File: config.mk
export PLATFORM = sky130hd
export DESIGN_NAME = dot_product_accumulator_flat
export DESIGN_NICKNAME = d
export VERILOG_FILES = /design/src/rtl/dot_product_accumulator_pkg.sv /design/src/rtl/dot_product_accumulator_if.sv /design/src/rtl/dot_product_accumulator_elem_counter.sv /design/src/rtl/dot_product_accumulator.sv /design/src/flat_wrapper.sv
export SDC_FILE = /design/constraint.sdc
export NUM_CORES = 1
export LEC_CHECK = 0
export ABC_AREA = 1
export CAP_MARGIN = 10
export CORE_ASPECT_RATIO = 1.4
export CORE_UTILIZATION = 45
export DETAILED_ROUTE_END_ITERATION = 10
export DONT_BUFFER_PORTS = 1
export GPL_ROUTABILITY_DRIVEN = 0
export GPL_TIMING_DRIVEN = 0
export HOLD_SLACK_MARGIN = 0.08
export SLEW_MARGIN = 20
export SYNTH_ARGS = -nofsm -noshare
export SYNTH_HDL_FRONTEND = slang
export SYNTH_SLANG_ARGS = --single-unit
File: constraint.sdc
create_clock -name clk -period 4.4 [get_ports clk]
set_input_delay 0.88 -clock clk [delete_from_list [all_inputs] [get_ports clk]]
set_output_delay 0.88 -clock clk [all_outputs]
set_load 0.005 [all_outputs]
File: src/rtl/dot_product_accumulator_pkg.sv
// Shared definitions for the dot-product accumulator: width helpers and the
// ACCUM/LAST vector-position encoding also used by the multiplier control.
package dot_product_accumulator_pkg;

  typedef enum logic {
    ST_ACCUM = 1'b0,
    ST_LAST  = 1'b1
  } vec_state_e;

  // Result width: an unsigned sum of n products of 2*w bits cannot overflow.
  function automatic int unsigned acc_width(input int unsigned n, input int unsigned w);
    return 2 * w + int'($clog2(n));
  endfunction

  function automatic int unsigned idx_width(input int unsigned n);
    return (n > 1) ? int'($clog2(n)) : 1;
  endfunction

endpackage

File: src/rtl/dot_product_accumulator_if.sv
// Product-in / sum-out stream bundle between the multiplier, the accumulator
// and the result consumer.
interface dot_product_accumulator_if
  import dot_product_accumulator_pkg::*;
#(
  parameter int unsigned N = 3,
  parameter int unsigned W = 3
);
  localparam int unsigned ACC_W = acc_width(N, W);
  localparam int unsigned IDX_W = idx_width(N);

  logic               prod_valid;
  logic [2*W-1:0]     prod_in;
  logic               prod_ready;
  logic               clear;
  logic               sum_valid;
  logic [ACC_W-1:0]   sum_out;
  logic               sum_ready;
  logic [IDX_W-1:0]   elem_idx;

  modport master (
    output prod_valid, prod_in, clear, sum_ready,
    input  prod_ready, sum_valid, sum_out, elem_idx
  );

  modport slave (
    input  prod_valid, prod_in, clear, sum_ready,
    output prod_ready, sum_valid, sum_out, elem_idx
  );

endinterface

File: src/rtl/dot_product_accumulator_elem_counter.sv
// Modulo-N element counter tracking the position inside the current vector,
// with the ACCUM/LAST position state kept alongside the index.
module dot_product_accumulator_elem_counter
  import dot_product_accumulator_pkg::*;
#(
  parameter int unsigned N     = 3,
  parameter int unsigned IDX_W = 2
) (
  input  logic             clk,
  input  logic             rst,
  input  logic             inc,
  input  logic             clr,
  output logic [IDX_W-1:0] idx,
  output logic             is_last_c
);

  localparam logic [IDX_W-1:0] LAST_IDX  = IDX_W'(N - 1);
  localparam vec_state_e       RST_STATE = (N == 1) ? ST_LAST : ST_ACCUM;

  vec_state_e       state_q, state_d;
  logic [IDX_W-1:0] idx_q, idx_d;

  always_ff @(posedge clk or posedge rst) begin
    if (rst) begin
      state_q <= RST_STATE;
      idx_q   <= '0;
    end else begin
      state_q <= state_d;
      idx_q   <= idx_d;
    end
  end

  // Wrap to zero after the last element; state follows the next index.
  always_comb begin
    idx_d   = idx_q;
    state_d = state_q;
    if (clr) begin
      idx_d = '0;
    end else if (inc) begin
      idx_d = (state_q == ST_LAST) ? '0 : idx_q + IDX_W'(1);
    end
    state_d = (idx_d == LAST_IDX) ? ST_LAST : ST_ACCUM;
  end

  assign idx       = idx_q;
  assign is_last_c = (state_q == ST_LAST);

endmodule

File: src/rtl/dot_product_accumulator.sv
// Sums each group of N unsigned products into a dot product and holds it in a
// one-entry result buffer so the next vector can accumulate meanwhile.
module dot_product_accumulator
  import dot_product_accumulator_pkg::*;
#(
  parameter int unsigned N = 3,
  parameter int unsigned W = 3
) (
  input  logic                     clk,
  input  logic                     rst,
  dot_product_accumulator_if.slave bus
);

  localparam int unsigned ACC_W = acc_width(N, W);
  localparam int unsigned IDX_W = idx_width(N);

  logic [ACC_W-1:0] acc_q, acc_d;
  logic [ACC_W-1:0] sum_q, sum_d;
  logic             sum_valid_q, sum_valid_d;
  logic [ACC_W-1:0] prod_ext_c;
  logic [IDX_W-1:0] elem_idx;
  logic             is_last_c;
  logic             prod_ready_c;
  logic             accept_c;
  logic             take_c;

  // Only the last element stalls, and only behind an untaken result.
  assign prod_ready_c = !(is_last_c && sum_valid_q && !bus.sum_ready);
  assign accept_c     = bus.prod_valid && prod_ready_c;
  assign take_c       = sum_valid_q && bus.sum_ready;
  assign prod_ext_c   = ACC_W'(bus.prod_in);

  dot_product_accumulator_elem_counter #(
    .N     (N),
    .IDX_W (IDX_W)
  ) u_elem_counter (
    .clk       (clk),
    .rst       (rst),
    .inc       (accept_c && !bus.clear),
    .clr       (bus.clear),
    .idx       (elem_idx),
    .is_last_c (is_last_c)
  );

  always_ff @(posedge clk or posedge rst) begin
    if (rst) begin
      acc_q       <= '0;
      sum_q       <= '0;
      sum_valid_q <= 1'b0;
    end else begin
      acc_q       <= acc_d;
      sum_q       <= sum_d;
      sum_valid_q <= sum_valid_d;
    end
  end

  // A last-element accept in the same cycle as a take refills the buffer with no bubble.
  always_comb begin
    acc_d       = acc_q;
    sum_d       = sum_q;
    sum_valid_d = sum_valid_q;
    if (take_c) begin
      sum_valid_d = 1'b0;
    end
    if (bus.clear) begin
      acc_d = '0;
    end else if (accept_c) begin
      if (is_last_c) begin
        sum_d       = acc_q + prod_ext_c;
        sum_valid_d = 1'b1;
        acc_d       = '0;
      end else begin
        acc_d = acc_q + prod_ext_c;
      end
    end
  end

  assign bus.prod_ready = prod_ready_c;
  assign bus.sum_valid  = sum_valid_q;
  assign bus.sum_out    = sum_q;
  assign bus.elem_idx   = elem_idx;

endmodule
File: src/flat_wrapper.sv
// flat-port wrapper written by rule: the top's interface ports become plain ports
module dot_product_accumulator_flat import dot_product_accumulator_pkg::*;
#(
  parameter int unsigned N = 3,
  parameter int unsigned W = 3
)
  (clk, rst, bus_prod_valid, bus_prod_in, bus_clear, bus_sum_ready, bus_prod_ready, bus_sum_valid, bus_sum_out, bus_elem_idx);
  dot_product_accumulator_if #(.N(N), .W(W)) bus_i ();
  input  logic clk;
  input  logic rst;
  input wire logic [$bits(bus_i.prod_valid)-1:0] bus_prod_valid;
  input wire logic [$bits(bus_i.prod_in)-1:0] bus_prod_in;
  input wire logic [$bits(bus_i.clear)-1:0] bus_clear;
  input wire logic [$bits(bus_i.sum_ready)-1:0] bus_sum_ready;
  output wire logic [$bits(bus_i.prod_ready)-1:0] bus_prod_ready;
  output wire logic [$bits(bus_i.sum_valid)-1:0] bus_sum_valid;
  output wire logic [$bits(bus_i.sum_out)-1:0] bus_sum_out;
  output wire logic [$bits(bus_i.elem_idx)-1:0] bus_elem_idx;
  assign bus_i.prod_valid = bus_prod_valid;
  assign bus_i.prod_in = bus_prod_in;
  assign bus_i.clear = bus_clear;
  assign bus_i.sum_ready = bus_sum_ready;
  assign bus_prod_ready = bus_i.prod_ready;
  assign bus_sum_valid = bus_i.sum_valid;
  assign bus_sum_out = bus_i.sum_out;
  assign bus_elem_idx = bus_i.elem_idx;
  dot_product_accumulator #(.N(N), .W(W)) u_core (.clk(clk), .rst(rst), .bus(bus_i));
endmodule
==> results.ini <==
[cells_and_area]
utilization=0.501
number_of_nets_in_the_layout=167
post_route_cells_drive_above_1_share=0.0952
area_growth_syn_to_layout_pct=5.74
num-fill-cells=241
multi_input_area_um2=536
final_common_cell=sky130_fd_sc_hd__nand2_1
ff_latch_area_um2=500
num_antenna_cells=0
layout_common_cells=sky130_fd_sc_hd__nand2_1 (53), sky130_fd_sc_hd__inv_1 (21), sky130_fd_sc_hd__dfrtp_1 (20), sky130_fd_sc_hd__nand3_1 (14), sky130_fd_sc_hd__ha_1 (6)

[setup_path]
cp_cell_sequence=inv_1 -> nand3_2
timing.rr.start=u_core.acc_q[0]
setup.worst_path.class=input port to output port
cp.depth=2
slowest_stage_cell_cp=sky130_fd_sc_hd__nand3_2
worstRegToRegCells=6
setup.worst_path.end_class=output port
worst_setup_path_startpoint=bus_sum_ready
timing.critical_path.arrival_ns=1.01
critPathMaxStageDelay_ns=0.09
critical_path_buf_inv_count=1
crit_fanout=3
cp.required_ns=3.52
worst_path_dominant_cell_family=simple AND/OR/NAND/NOR gates
worst_setup_sp_type=input port

[synth]
syn-mean-instance-area_um2=7.87
syn_nets=162
synth-adder-area-share=0.0839
ys_warn_count=0
synth_area_leaders=sky130_fd_sc_hd__dfrtp_1 (44%), sky130_fd_sc_hd__nand2_1 (18%), sky130_fd_sc_hd__inv_1 (7.0%)
synth_top_family_by_area=simple AND/OR/NAND/NOR gates
multiplexer_share_of_the_synthesized_area=0
synthesized_instance_count=144
mappedNetlistArea_mm2=0.00113
yosysTopAreaCellShare=0.442
ys_ff_latch=20
synth_xor_xnor_area_share=0.0232
synthSimpleGateAreaFrac=0.291
synth-compound-area-share=0.0740
synth.largest_area_cell=sky130_fd_sc_hd__dfrtp_1
sequential_fraction_of_the_synthesis_area=0.442
ys_types=21

[route]
wl_final_um=2110
detailroute.via_count=893
drt-initial-drc-count=37
drc_errors=0
vias_per_cell=4.93
detail_route.wl_per_cell_um=11.7
ant_nets=0
detail_route.first_pass.iterations=5

[timing]
finalWorstPathRequiredPeriod_ns=1.89
worst_slew_margin_rel=0.503
report.final.setup_viol=0
grt_setup_unrepaired=no
fin_setup_tns_ns=0
pins_over_their_slew_limit=0
worst_pin_slew_ns=0.745
final.period_utilization=0.429
finalHoldViolations=0
fin_worst_skew_ns=0.00758
achievable_frequency_mhz=530

[power_and_ir_drop]
switching_share=0.318
net-switching-power_uw=128
p_int_uw=274
power.share.clock=0.213
max-vdd-ir-drop_uv=223
sequentialPowerShare=0.562
total_leakage_power_uw=0.000680
power_frac_comb=0.226
power.density_cell_area_mw_per_mm2=335

[grt]
antenna_found_initial=0
grt_pass1_vias=904
gr-total-overflow=0
largest_net_degree_at_the_start_of_global_routing=21
grt_pass1_wl_um=3620
globalRouteTotalUtil=0.182

[clock_tree]
clk_latency_ns=0.30
cts_resized=0
ctsLongestPathBuffers=2
htree_levels=1
post_cts_buffers=0
cts-root-buf=sky130_fd_sc_hd__clkbuf_4
clk_transition_reported_paths_ns=0.11
cts.sink_count=20
cts-buffers-inserted=3
tritoncts_clock_tree=yes
quantity_of_hold_fixing_buffers_added_after_cts=0

[floorplan]
die-width_um=44.4
initial_core_util=0.474
die_height_um=61.4
floorplan.core_area_mm2=0.00239
design.portCount=23
rows=21
die_outline_area_mm2=0.00273

[placement]
hpwl_um=1660
placement.io_buffers=0

[run_status]
status=completed

[flow_run]
cap_violations=0

[min_path]
min_path_type=flip-flop to flip-flop
hold_path_startpoint=u_core.acc_q[5]
min_path_cells=2

==> cell type report <==
class | instances | area share
sequential | 20 | 0.418
tap | 34 | 0.0355
inverter | 23 | 0.0720
multi-input combinational | 100 | 0.447
clock buffer | 3 | 0.0188
buffer | 1 | 0.00939
==> logic make-up (layout without fill, tap and decap cells) <==
| family | after synthesis | in the layout |
|---|---|---|
| xor+xnor | 3 | 3 |
| fa+ha+maj | 7 | 7 |
| buf+inv | 24 | 27 |
| flops | 20 | 20 |
| simple gates | 76 | 76 |
| compound gates | 14 | 14 |
==> metal layers <==
| layer | wire length [µm] | share of wire | GRT usage | vias to the layer above |
|---|---|---|---|---|
| met2 | 1060 | 0.50 | 0.326 | 26 |
| met3 | 89 | 0.042 | 0.0235 | 6 |
| li1 | - | - | - | 459 |
| met5 | 0 | 0 | 0 | - |
| met1 | 911 | 0.43 | 0.202 | 402 |
| met4 | 51 | 0.024 | 0.113 | 0 |
==> path summary, 6_finish.rpt <==
| kind | end | slack (ns) |
|---|---|---|
| hold / removal | u_core.acc_q[5] | 0.50 |
| hold reg to reg | u_core.acc_q[5] | 0.50 |
| max in group asynchronous | u_core.bus.sum_out[3] | 3.35 |
| setup reg to reg | u_core.bus.sum_out[4] | 2.75 |
| setup / recovery | bus_prod_ready | 2.51 |
| min in group asynchronous | u_core.u_elem_counter.is_last_c | 0.58 |
==> power by group through the flow <==
stage,sequential (µW),clock (µW),combinational (µW)
CTS,226,86.6,91.8
detailed placement,229,0,90.6
finish,225,85.3,90.5
global placement,229,0,88.6
global route,229,93.8,105
floorplan,224,0,75.1
==> cells in the mapped netlist <==
cell / instances
sky130_fd_sc_hd__fa_1: 1
sky130_fd_sc_hd__inv_2: 2
sky130_fd_sc_hd__inv_1: 21
sky130_fd_sc_hd__nand2_1: 53
sky130_fd_sc_hd__nor2_4: 1
sky130_fd_sc_hd__o21ai_0: 4
sky130_fd_sc_hd__xor2_1: 1
sky130_fd_sc_hd__dfrtp_1: 20
sky130_fd_sc_hd__a21oi_1: 5
sky130_fd_sc_hd__xnor2_1: 2
sky130_fd_sc_hd__nand3_1: 14
sky130_fd_sc_hd__nand4_1: 1
sky130_fd_sc_hd__nor2_1: 3
sky130_fd_sc_hd__nor2_2: 1
sky130_fd_sc_hd__or2_2: 1
sky130_fd_sc_hd__nand3_2: 2
sky130_fd_sc_hd__buf_6: 1
sky130_fd_sc_hd__ha_1: 6
sky130_fd_sc_hd__o21ai_1: 1
sky130_fd_sc_hd__a211oi_1: 1
sky130_fd_sc_hd__o21ai_2: 3
==> metrics by stage <==
stage	worst slack (ns)	std cells	hold slack (ns)	cell area (µm²)	total power, µW
floorplan	2.41	144	0.453	1130	299
global placement	2.29	178	0.474	1180	317
detailed placement	2.26	178	0.477	1180	320
CTS	2.51	181	0.504	1200	404
global route	2.50	181	0.529	1200	428
finish	2.51	181	0.502	1200	401
==> flip-flops by register name (all words and copies together), names as in the netlist <==
| register | cells |
|---|---|
| u_core.bus.sum_valid | 1 |
| u_core.u_elem_counter.idx | 2 |
| u_core.bus.sum_out | 8 |
| u_core.u_elem_counter.is_last_c | 1 |
| u_core.acc_q | 8 |
No activity file was read; power rests on OpenSTA's default activity.
